### src/rtl/golomb_run_encoder.sv
`default_nettype none
// ============================================================================
// Module      : golomb_run_encoder
// Description : Zero-run-length Golomb encoder. Counts 0 bits of the input
//               stream; a 1 bit (or a flush) ends the run, which is emitted
//               serially as q ones, a 0 separator and a k-bit remainder,
//               with q = run / m and r = run % m. A run that reaches the
//               counter maximum is emitted without a terminating 1.
//               Optional statistics counters are built when the macro
//               GOLOMB_STATS_EN is defined.
// Revision    : 1.0 - initial release
// ============================================================================
module golomb_run_encoder #(
   parameter int RUN_W = 8,
   parameter int M_W   = 8,
   parameter int K_W   = 4
) (
   input  logic             clk,
   input  logic             rst_n,
   input  logic [M_W-1:0]   cfg_m,
   input  logic [K_W-1:0]   cfg_k,
   input  logic             in_valid,
   input  logic             in_bit,
   output logic             in_ready,
   input  logic             flush,
   output logic             out_valid,
   output logic             out_bit,
   output logic             out_last,
   input  logic             out_ready,
   output logic             busy
`ifdef GOLOMB_STATS_EN
   ,
   output logic [31:0]      stat_cw,
   output logic [31:0]      stat_bits
`endif
);

   // Comparison width wide enough for both the residue and the divisor.
   localparam int C_CW = ((RUN_W > M_W) ? RUN_W : M_W) + 1;
   localparam logic [RUN_W-1:0] C_RUN_MAX = {RUN_W{1'b1}};
   localparam logic [RUN_W-1:0] C_RUN_SAT = C_RUN_MAX - RUN_W'(1);

   typedef enum logic [1:0] {
      ST_COUNT = 2'd0,
      ST_UNARY = 2'd1,
      ST_SEP   = 2'd2,
      ST_REM   = 2'd3
   } state_t;

   state_t             r_state;
   logic [RUN_W-1:0]   r_run;
   logic [RUN_W-1:0]   r_res;
   logic [M_W-1:0]     r_m;
   logic [K_W-1:0]     r_k;
   logic [K_W-1:0]     r_cnt;

   state_t             w_state_nxt;
   logic [RUN_W-1:0]   w_run_nxt;
   logic [RUN_W-1:0]   w_res_nxt;
   logic [M_W-1:0]     w_m_nxt;
   logic [K_W-1:0]     w_k_nxt;
   logic [K_W-1:0]     w_cnt_nxt;

   logic               w_out_xfer;
   logic               w_sat;
   logic               w_latch;
   logic [RUN_W-1:0]   w_lat_run;
   logic [M_W-1:0]     w_cfg_m_eff;
   logic               w_lat_ge;
   logic [C_CW-1:0]    w_res_sub_ext;
   logic               w_sub_ge;
   logic [K_W-1:0]     w_idx;
   logic [RUN_W-1:0]   w_rem_mask;

   assign w_out_xfer  = out_valid && out_ready;

   // A divisor of zero behaves as one.
   assign w_cfg_m_eff = (cfg_m == '0) ? M_W'(1) : cfg_m;

   // A 0 arriving one short of the counter maximum closes the run at the
   // maximum value; the decoder reads such a codeword as a continuation.
   assign w_sat       = in_valid && !in_bit && (r_run == C_RUN_SAT);

   // Codeword start: terminating 1, saturating 0, or a flush of a non-empty
   // run when no bit is presented in the same cycle.
   assign w_latch     = (r_state == ST_COUNT) &&
                        ((in_valid && (in_bit || w_sat)) ||
                         (!in_valid && flush && (r_run != '0)));
   assign w_lat_run   = w_sat ? C_RUN_MAX : r_run;

   // Decide at latch time whether any unary ones are due, so that a quotient
   // of zero goes straight to the separator without an idle cycle.
   assign w_lat_ge    = C_CW'(w_lat_run) >= C_CW'(w_cfg_m_eff);

   // Residue after emitting one more unary 1, and whether another follows.
   assign w_res_sub_ext = C_CW'(r_res) - C_CW'(r_m);
   assign w_sub_ge      = w_res_sub_ext >= C_CW'(r_m);

   // Remainder bit select; positions at or above RUN_W read as zero.
   assign w_idx      = r_cnt - K_W'(1);
   assign w_rem_mask = RUN_W'(1) << w_idx;

   // State and working registers.
   always_ff @(posedge clk or negedge rst_n) begin
      if (!rst_n) begin
         r_state <= ST_COUNT;
         r_run   <= '0;
         r_res   <= '0;
         r_m     <= '0;
         r_k     <= '0;
         r_cnt   <= '0;
      end else begin
         r_state <= w_state_nxt;
         r_run   <= w_run_nxt;
         r_res   <= w_res_nxt;
         r_m     <= w_m_nxt;
         r_k     <= w_k_nxt;
         r_cnt   <= w_cnt_nxt;
      end
   end

   // Next-state and output decode.
   always_comb begin
      w_state_nxt = r_state;
      w_run_nxt   = r_run;
      w_res_nxt   = r_res;
      w_m_nxt     = r_m;
      w_k_nxt     = r_k;
      w_cnt_nxt   = r_cnt;
      in_ready    = 1'b0;
      out_valid   = 1'b0;
      out_bit     = 1'b0;
      out_last    = 1'b0;
      busy        = 1'b0;

      case (r_state)
         ST_COUNT: begin
            in_ready = 1'b1;
            if (w_latch) begin
               // Snapshot run and configuration; later cfg changes are
               // ignored until this codeword completes.
               w_res_nxt   = w_lat_run;
               w_m_nxt     = w_cfg_m_eff;
               w_k_nxt     = cfg_k;
               w_run_nxt   = '0;
               w_state_nxt = w_lat_ge ? ST_UNARY : ST_SEP;
            end else if (in_valid && !in_bit) begin
               w_run_nxt = r_run + RUN_W'(1);
            end
         end

         ST_UNARY: begin
            busy      = 1'b1;
            out_valid = 1'b1;
            out_bit   = 1'b1;
            if (w_out_xfer) begin
               w_res_nxt   = w_res_sub_ext[RUN_W-1:0];
               w_state_nxt = w_sub_ge ? ST_UNARY : ST_SEP;
            end
         end

         ST_SEP: begin
            busy      = 1'b1;
            out_valid = 1'b1;
            out_bit   = 1'b0;
            out_last  = (r_k == '0);
            if (w_out_xfer) begin
               if (r_k == '0) begin
                  w_state_nxt = ST_COUNT;
               end else begin
                  w_cnt_nxt   = r_k;
                  w_state_nxt = ST_REM;
               end
            end
         end

         ST_REM: begin
            busy      = 1'b1;
            out_valid = 1'b1;
            out_bit   = |(r_res & w_rem_mask);
            out_last  = (r_cnt == K_W'(1));
            if (w_out_xfer) begin
               w_cnt_nxt = r_cnt - K_W'(1);
               if (r_cnt == K_W'(1)) begin
                  w_state_nxt = ST_COUNT;
               end
            end
         end

         default: begin
            w_state_nxt = ST_COUNT;
         end
      endcase
   end

`ifdef GOLOMB_STATS_EN
   // Free-running, wrapping counts of completed codewords and emitted bits.
   always_ff @(posedge clk or negedge rst_n) begin
      if (!rst_n) begin
         stat_cw   <= '0;
         stat_bits <= '0;
      end else if (w_out_xfer) begin
         stat_bits <= stat_bits + 32'd1;
         if (out_last) begin
            stat_cw <= stat_cw + 32'd1;
         end
      end
   end
`endif

endmodule
`default_nettype wire

### config.mk
export PLATFORM = sky130hd
export DESIGN_NAME = golomb_run_encoder
export DESIGN_NICKNAME = d
export VERILOG_FILES = /design/src/rtl/golomb_run_encoder.sv
export SDC_FILE = /design/constraint.sdc
export NUM_CORES = 1
export LEC_CHECK = 0
export CAP_MARGIN = 20
export CORE_UTILIZATION = 58
export CTS_CLUSTER_SIZE = 40
export DETAILED_ROUTE_END_ITERATION = 6
export PLACE_DENSITY_LB_ADDON = 0.05
export SKIP_LAST_GASP = 1
export SLEW_MARGIN = 5
export SYNTH_ARGS = -nofsm -noshare
export SYNTH_HDL_FRONTEND = slang
export SYNTH_SLANG_ARGS = --single-unit
### constraint.sdc
create_clock -name clk -period 4 [get_ports clk]
set_input_delay 0.8 -clock clk [delete_from_list [all_inputs] [get_ports clk]]
set_output_delay 0.8 -clock clk [all_outputs]
set_load 0.05 [all_outputs]
## Word level (Yosys, flattened, before mapping)

Cells that the tools add are included.

- Register bits after elaboration: 34
- Bits of input ports: 18
- Output and inout bits: 5
- Word-level logic and storage cells: 73

- $add $sub $neg: 3
- $lt $le $gt $ge: 2
- Equality and inequality tests: 11
- Shift operators: 1
- Mux-type cells: 24
- Bitwise operators: 1
- Reduce and logical (&&, ||, !) cells: 25

Operators with widths:

| operator | count |
|---|---|
| $mux 8 | 6 |
| $mux 2 | 8 |
| $pmux 8 s2 | 1 |
| $mux 4 | 3 |
| $ne 2x2->1 const B | 6 |
| $ge 9x8->1 | 1 |
| $sub 8x8->9 | 1 |
| $add 8x1->8 const B | 1 |
| $and 8x8->8 | 1 |
| $eq 8x8->1 const B | 1 |
| $ge 8x8->1 | 1 |
| $logic_not 8->1 | 1 |
| $pmux 2 s4 | 1 |
| $pmux 4 s2 | 1 |
| $reduce_bool 8->1 | 1 |
| $reduce_or 8->1 | 1 |
| $shl 1x4->8 const A | 1 |
| $logic_and 1x1->1 | 7 |
| $reduce_bool 2->1 | 3 |
| $reduce_and 5->1 | 1 |
| $eq 2x2->1 const B | 2 |
| $eq 4x1->1 const B | 1 |
| $logic_not 4->1 | 1 |
| $pmux 1 s2 | 2 |
| other kinds (10) | 14 |

## Depth between registers and ports, before layout

Gate-level depths: netlist (run 1).

- Depth in word-level cells: 9
- Depth in mapped cells: 15
- Mapped depth without buffers: 15

## Worst setup path after synthesis (run 1)

OpenSTA, ideal clock, no wires.

- Kind: register to register
- From: reg r_res[0]
- To: reg r_state[0]
- Library setup time: 0.119 ns
- Arrival time: 2.984 ns
- Required time: 3.881 ns
- Slack: 0.898 ns
- Cell stages (with the launch flop): 16
- Buffers on the path: 0
- Period minus slack after synthesis: 3.102 ns
- Cell sequence: dfrtp_1 > inv_1 > ha_1 > inv_1 > fa_1 > a211oi_1 > o21bai_1 > a21oi_1 > xnor2_1 > ha_1 > and3_1 > a221oi_1 > o21ai_0 > o31a_1 > mux2i_1 > nor2_1

- Cells in the longest elaborated chain, start to end: 5

Ends and longest elaborated chain:

| what | RTL line | RTL |
|---|---|---|
| start, declared | 52 | `logic [RUN_W-1:0] r_res;` |
| start signal, assigned | 115 | `r_res <= w_res_nxt;` |
| $sub 8x8->9 | 96 | `assign w_res_sub_ext = C_CW'(r_res) - C_CW'(r_m);` |
| $ge 9x8->1 | 97 | `assign w_sub_ge = w_res_sub_ext >= C_CW'(r_m);` |
| $mux 2 | 158 | `w_state_nxt = w_sub_ge ? ST_UNARY : ST_SEP;` |
| $mux 2 | 156 | `if (w_out_xfer) begin` |
| $pmux 2 s4 | 136 | `case (r_state)` |
| end signal, assigned | 113 | `r_state <= w_state_nxt;` |
| end, declared | 50 | `state_t r_state;` |

No other way between the ends. The select of a mux whose other input is x is not followed.
A chain may end at the register's enable or synchronous reset.

## Worst setup path in the final report (run 1)

Ends and elaborated chain as after synthesis.

==> results of run 1 <==
==> final cells by class <==
cell class                 count  area, um2
timing repair buffer          23        228
clock inverter                 1       5.00
multi-input combinational    222       1640
clock buffer                   7       86.3
sequential                    34        851
inverter                      24       90.1
tap                           52       65.1
fill                         352       1420
==> power groups by stage <==
| stage | registers, uW | clock network, uW | logic [uW] |
|---|---|---|---|
| 2_1_floorplan | 569 | 0 | 1380 |
| 3_3_place_gp | 627 | 0 | 1650 |
| 3_5_place_dp | 633 | 0 | 1660 |
| 4_1_cts | 626 | 268 | 1690 |
| 5_1_grt | 648 | 282 | 1910 |
| 6_report | 630 | 262 | 1700 |
==> cells in the final DEF, fill, tap and decap left out, types with 2 or more instances in the layout <==
master | synthesis | routed
dfrtp_1 | 34 | 34
nand2_1 | 33 | 33
ha_1 | 33 | 33
inv_1 | 24 | 24
clkdlybuf4s50_1 | 0 | 22
o21ai_1 | 15 | 15
o21ai_0 | 14 | 14
a21oi_1 | 14 | 14
nor2_1 | 13 | 13
a21o_1 | 7 | 7
o21a_1 | 6 | 6
nand2b_1 | 6 | 6
mux2i_1 | 6 | 6
clkbuf_8 | 0 | 6
xnor2_1 | 5 | 5
nor2b_1 | 5 | 5
nor3_1 | 5 | 5
mux2_1 | 5 | 5
a211oi_1 | 4 | 4
nand3_1 | 4 | 4
a22oi_1 | 4 | 4
xor2_1 | 3 | 3
o31ai_1 | 3 | 3
o31a_1 | 2 | 2
o211ai_1 | 2 | 2
nor4b_1 | 2 | 2
nor4_1 | 2 | 2
a31oi_1 | 2 | 2
a22oi_2 | 2 | 2
a221oi_1 | 2 | 2
and3_1 | 2 | 2
a21bo_1 | 2 | 2
==> worst min-delay path: stages (launching register included) <==
cell,delay (ns)
dfrtp_1,0.34
nand2_1,0.05
o21ai_1,0.06
==> sequential cells by signal (all words and copies together), names as in the netlist <==
name and count:
r_m 8, r_res 8, r_run 8, r_cnt 4, r_k 4, r_state 2
==> layer usage <==
layer	global-route usage [%]	part of all wire (%)	wire length, um
met1	35.5	47	2730
met5	0	0	0
met2	41.7	46	2700
met3	4.07	4.4	255
met4	10.2	2.5	148
==> how the worst max path moves through the flow <==
stage	endpoint	slack, ns
floorplan	r_state[0]	0.90
global placement	r_state[0]	0.76
detailed placement	r_state[0]	0.67
CTS	out_bit	0.63
global route	r_state[0]	0.41
finish	r_state[0]	0.64
==> synthesized netlist by cell type, drive strengths merged, types with 3 or more instances <==
cell type  instances
nor4b              3
mux2i              6
nor3               5
xor2               3
nand2             34
a21o               7
mux2               5
nand2b             6
nor2              13
o211ai             3
o21a               6
nor2b              5
a21oi             14
inv               24
clkbuf             7
nor4               3
ha                33
xnor2              5
a211oi             5
a22oi              6
buf                9
nand3              4
o21ai             30
o31ai              3
dfrtp             34
==> kinds of logic (layout without fill, tap and decap cells) <==
family | count (synthesis) | count (layout) | synth area share [%]
compound gates | 87 | 87 | 22.3
simple gates | 82 | 82 | 15.9
flops | 34 | 34 | 32.0
mux | 11 | 11 | 4.37
fa+ha+maj | 34 | 34 | 16.3
buf+inv | 40 | 55 | 6.53
xor+xnor | 8 | 8 | 2.63
==> metrics by stage <==
| stage | worst slack, ns | power [uW] | util, % | std cells | instance area (um2) |
|---|---|---|---|---|---|
| floorplan | 0.898 | 1950 | - | 296 | 2660 |
| global placement | 0.759 | 2280 | 65.5 | 355 | 2870 |
| detailed placement | 0.667 | 2290 | 65.5 | 355 | 2870 |
| CTS | 0.630 | 2580 | 67.6 | 363 | 2960 |
| global route | 0.410 | 2840 | 67.6 | 363 | 2960 |
| finish | 0.636 | 2590 | 67.6 | 363 | 2960 |
==> key figures, run 1 <==
Logic synthesis
  – Post-synth top area cell: dfrtp_1
  – Synthesized area: 2660 um2
  – Synth Area per Inst: 9.00 um2
  – Top FF cell, synth: dfrtp_1
  – #FFs+latches synth: 34
  – Syn_nets: 348
  – Sequential fraction of the synthesis area: 32.0%
  – Synth area leaders: dfrtp_1, ha_1, nand2_1
  – Synth cell types: 54
  – Top cell type's share of synthesized area: 32.0%
  – Ys Warns: 0
  – Post-synth ARST share: 100%
  – Mapped Cells: 296
  – Number of flops mapped to enable cells by yosys: 0

Clocking
  – Post-cts resize count: 0
  – Postcts setup bufs: 0
  – CTS tree: built
  – CTS clk-pin slew, worst paths: 0.07 ns
  – Worst-Skew Late Latency: 0.28 ns
  – Worst-case clock buffer depth: 2
  – Cts hold-fix bufs: 0
  – Num Clock Sinks: 34
  – CTS Buf Count: 5
  – H-tree levels: 2
  – Clk root buf: clkbuf_8

Timing
  – Final hold vios: 0
  – Tcrit/Tclk final: 84.1%
  – Setup TNS Final: 0 ns
  – RSZ-0062 raised after global routing: false
  – Slew @ Worst Pin: 0.739 ns
  – Fin Hold WS: 0.485 ns
  – Rel. slew slack: 50.7%
  – Fin Clk Skew: 0.00647 ns
  – Fmax: 297 MHz
  – Min cycle time layout: 3.36 ns
  – Final setup fails: 0
  – Final Max Slew Viols: 0

Worst setup path
  – Crit path from: r_res[0]
  – CP max FO: 3
  – Worst path slowest cell: fa_1
  – Reg2Reg Depth: 15
  – Crit path cell chain: inv_1 > ha_1 > inv_1 > fa_1 > a211oi_1 > o21bai_1 > a21oi_1 > xnor2_1 > ha_1 > and3_1 > a221oi_1 > o21ai_0 > o31a_1 > mux2i_1 > nor2_1
  – Reg-to-Reg Start: r_res[0]
  – Worst setup SP type: flop
  – Critical path buffer and inverter count: 2
  – Worst reg2reg endpoint: r_state[0]
  – Family with the most delay on the worst path: compound AO/OA/AOI/OAI gates
  – Crit path DAT: 3.54 ns
  – Worst EP required: 4.17 ns
  – CP max stage delay: 0.41 ns
  – Kind of critical path: reg -> reg
  – Number of stages on the worst setup path: 15
  – R2R Setup Slk: 0.64 ns
  – Worst setup EP type: flop

Floorplanning
  – Num ports: 23
  – Die Y: 69.8 um
  – Core ar.: 4380 um2
  – # rows: 24
  – Die W: 69.8 um
  – Die Area: 4870 um2
  – Initial Util: 60.7%

Placed design
  – Placer Congestion: 0.879
  – Port Buffers: 22
  – Hpwl dp: 4380 um

Run
  – Max-cap violations: 0

Power and ir drop
  – Psw: 1240 uW
  – Comb pwr share: 65.6%
  – PwrDens: 875 nW/um2
  – Cell internal pwr: 1350 uW
  – Leakage power: 0.00139 uW
  – Power share of the sequential group: 24.3%
  – Peak supply drop: 0.434 mV
  – Sw Ratio: 48.0%
  – Clock power frac: 10.1%

Final layout
  – N_diodes: 0
  – Share of post-route cells with drive strength above 1: 5.47%
  – Area Growth Syn to Fin: 11.3%
  – Layout Nets: 362

Hold path
  – Hold Path Stages: 2
  – Hold Crit Start: r_m[1]
  – Worst Hold End: r_m[1]
  – Hold Crit Class: reg -> reg

Drt
  – DRC viols: 0
  – DR iter-0 viols: 114
  – Vias/cell: 5.91
  – Post-DR wirelength/cell: 16.1 um
  – Total wire length: 5830 um
  – Post-route ant nets: 0
  – Vias: 2145
  – Initial DRT Pass Iterations: 4

GRT
  – Initial antenna violation count: 0
  – Number of global-route vias before repair: 2068
  – Largest net degree at the start of global routing: 35
  – Total global-route track usage: 26.1%
  – GRT overflow: 0
  – First-pass GRT wire length: 9880 um

Run status
  – Outcome: finished, final reports clean
Power figures use the tool's default switching activity.
==> run 2, diff against run 1 <==
==> constraint.sdc (replaced) <==
create_clock -name clk -period 3.48 [get_ports clk]
set_input_delay 0.696 -clock clk [delete_from_list [all_inputs] [get_ports clk]]
set_output_delay 0.696 -clock clk [all_outputs]
set_load 0.05 [all_outputs]
==> key figures, run 2 (synthesis gave the netlist of run 1 again) <==
Worst setup path
  – Worst setup SP type: flop
  – Worst reg2reg endpoint: r_state[0]
  – CP max FO: 3 (unchanged)
  – R2R Setup Slk: 0.21 ns (-0.43 ns)
  – Crit path from: r_res[0]
  – Reg-to-Reg Start: r_res[0]
  – Worst Setup EP: r_state[0]
  – Kind of critical path: reg -> reg
  – Reg2Reg Depth: 15 (unchanged)
  – Worst EP required: 3.66 ns (-0.51 ns)
  – Worst setup EP type: flop
  – Crit path DAT: 3.45 ns (-0.09 ns)

GRT
  – GRT overflow: 0 (unchanged)
  – Largest net degree at the start of global routing: 35 (unchanged)
  – Total global-route track usage: 25.6% (-0.53 points)
  – Number of global-route vias before repair: 2064 (-0.19%)
  – Initial antenna violation count: 0 (unchanged)
  – First-pass GRT wire length: 9830 um (-0.56%)

Final layout
  – Highest-count cells in the layout ignoring fill and taps: dfrtp_1, nand2_1, ha_1
  – FF+latch area: 851 um2 (unchanged)
  – Fillers: 363 (+3.1%)
  – Share of post-route cells with drive strength above 1: 7.03% (+1.6 points)
  – Layout Nets: 364 (+0.55%)
  – Area Growth Syn to Fin: 12.8%
  – Most common cell after layout, fill and taps aside: dfrtp_1
  – Area of the multi-input gates: 1650 um2 (+0.46%)
  – Largest registers: r_m (8), r_res (8), r_run (8)
  – N_diodes: 0 (unchanged)

Floorplanning
  – Initial Util: 60.7% (unchanged)
  – Die Y: 69.8 um (unchanged)
  – Core ar.: 4380 um2 (unchanged)
  – # rows: 24 (unchanged)
  – Die Area: 4870 um2 (unchanged)
  – Die W: 69.8 um (unchanged)
  – Num ports: 23 (unchanged)

Clocking
  – Postcts setup bufs: 0 (unchanged)
  – CTS Buf Count: 5 (unchanged)
  – H-tree levels: 2 (unchanged)
  – Worst-case clock buffer depth: 2 (unchanged)
  – CTS clk-pin slew, worst paths: 0.07 ns (about the same)
  – Cts hold-fix bufs: 0 (unchanged)
  – Num Clock Sinks: 34 (unchanged)
  – CTS tree: built
  – Clk root buf: clkbuf_8
  – Worst-Skew Late Latency: 0.28 ns (about the same)

Power and ir drop
  – Peak supply drop: 0.647 mV (+49%)
  – Psw: 1430 uW (+15%)
  – Clock power frac: 11.5% (+1.4 points)
  – Power Total: 3070 uW (+18%)
  – Cell internal pwr: 1630 uW (+21%)
  – PwrDens: 1020 nW/um2 (+17%)
  – Sw Ratio: 46.7% (-1.2 points)
  – Leakage power: 0.00141 uW (+1.4%)
  – Power share of the sequential group: 23.5% (-0.8 points)
  – Comb pwr share: 65.1% (-0.5 points)

Timing
  – Final Max Slew Viols: 0 (unchanged)
  – Final hold vios: 0 (unchanged)
  – Fin Clk Skew: 0.00724 ns (+0.000776 ns)
  – Min cycle time layout: 3.27 ns (-0.0906 ns)
  – Rel. slew slack: 54.2% (+3.5 points)
  – Fmax: 305 MHz (+2.8%)
  – Final setup fails: 0 (unchanged)
  – Tcrit/Tclk final: 94.1% (+10 points)
  – Slew @ Worst Pin: 0.686 ns (-0.0533 ns)
  – RSZ-0062 raised after global routing: false
  – Setup TNS Final: 0 ns (unchanged)

Placed design
  – Port Buffers: 22 (unchanged)
  – Placer Congestion: 0.858 (-2.3%)
  – Hpwl dp: 4570 um (+4.3%)

Drt
  – Vias/cell: 5.87 (-0.59%)
  – DR iter-0 viols: 125 (+9.6%)
  – Met2 Wirelength: 2700 um (about the same)
  – DRC viols: 0 (unchanged)
  – Total wire length: 5770 um (-1.1%)
  – Initial DRT Pass Iterations: 4 (unchanged)
  – Post-route ant nets: 0 (unchanged)
  – Top layer in use: met4
  – M1 wire length: 2710 um (-0.66%)
  – Post-DR wirelength/cell: 15.8 um (-1.6%)
  – Vias: 2144 (-0.047%)
  – Routed length on met3: 227 um (-11%)

Run
  – Max-cap violations: 0 (unchanged)

Run status
  – Outcome: finished, final reports clean

Hold path
  – Hold Crit Class: reg -> reg
[run 2: worst min path at each step]
stage	from	depth (start not counted)	slack (ns)	end
5_1_grt	r_m[7]	2	0.51	r_m[7]
3_3_place_gp	r_m[7]	2	0.47	r_m[7]
6_report	r_m[4]	2	0.48	r_m[4]
3_5_place_dp	r_m[4]	2	0.48	r_m[4]
4_1_cts	r_m[4]	2	0.49	r_m[4]
2_1_floorplan	rst_n	0	0.40	r_cnt[0]
[run 2: repair_timing]
action,4_1_cts,5_1_grt
hold endpoints to repair,0,0
resized for setup,0,3
setup endpoints to repair,0,1
[run 2: critical path, cell delays in order (launching register included)]
cell and delay (ns):
dfrtp_1 0.40, inv_1 0.09, ha_1 0.18, inv_1 0.06
fa_2 0.37, a211oi_2 0.25, o21bai_1 0.10, a21oi_1 0.19
xnor2_1 0.17, ha_1 0.28, and3_1 0.21, a221oi_1 0.28
o21ai_1 0.13, o31a_1 0.29, mux2i_1 0.13, nor2_1 0.05
[run 2: power groups by stage]
stage | Sequential (uW) | Clock (uW) | Combinational (uW)
6_report | 720 | 352 | 2000
3_3_place_gp | 720 | 0 | 1910
3_5_place_dp | 727 | 0 | 1950
2_1_floorplan | 654 | 0 | 1590
4_1_cts | 719 | 359 | 1970
5_1_grt | 745 | 379 | 2250
[run 2: cell type report]
cell class / count / share of cell area (%)
Tap cell: 52 / 2.17
Multi-Input combinational cell: 222 / 54.8
Sequential cell: 34 / 28.3
Timing Repair Buffer: 25 / 8.08
Clock inverter: 3 / 1.33
Inverter: 24 / 3.00
Clock buffer: 5 / 2.29
[run 2: layer usage]
layer	global-route usage, %	up-vias
met5	0	-
li1	-	1080
met1	34.7	996
met2	41.4	56
met3	4.65	12
met4	8.22	0
[run 2: through the flow]
step           utilization [%]  instances  instance area [um2]  hold slack (ns)  setup slack, ns
3_3_place_gp              65.8        357                 2890            0.469            0.231
6_report                  68.5        365                 3000            0.484            0.207
4_1_cts                   68.3        365                 3000            0.490           0.0740
5_1_grt                   68.5        365                 3000            0.507         0.000126
3_5_place_dp              65.8        357                 2890            0.475           0.0843
2_1_floorplan                -        296                 2660            0.400            0.378
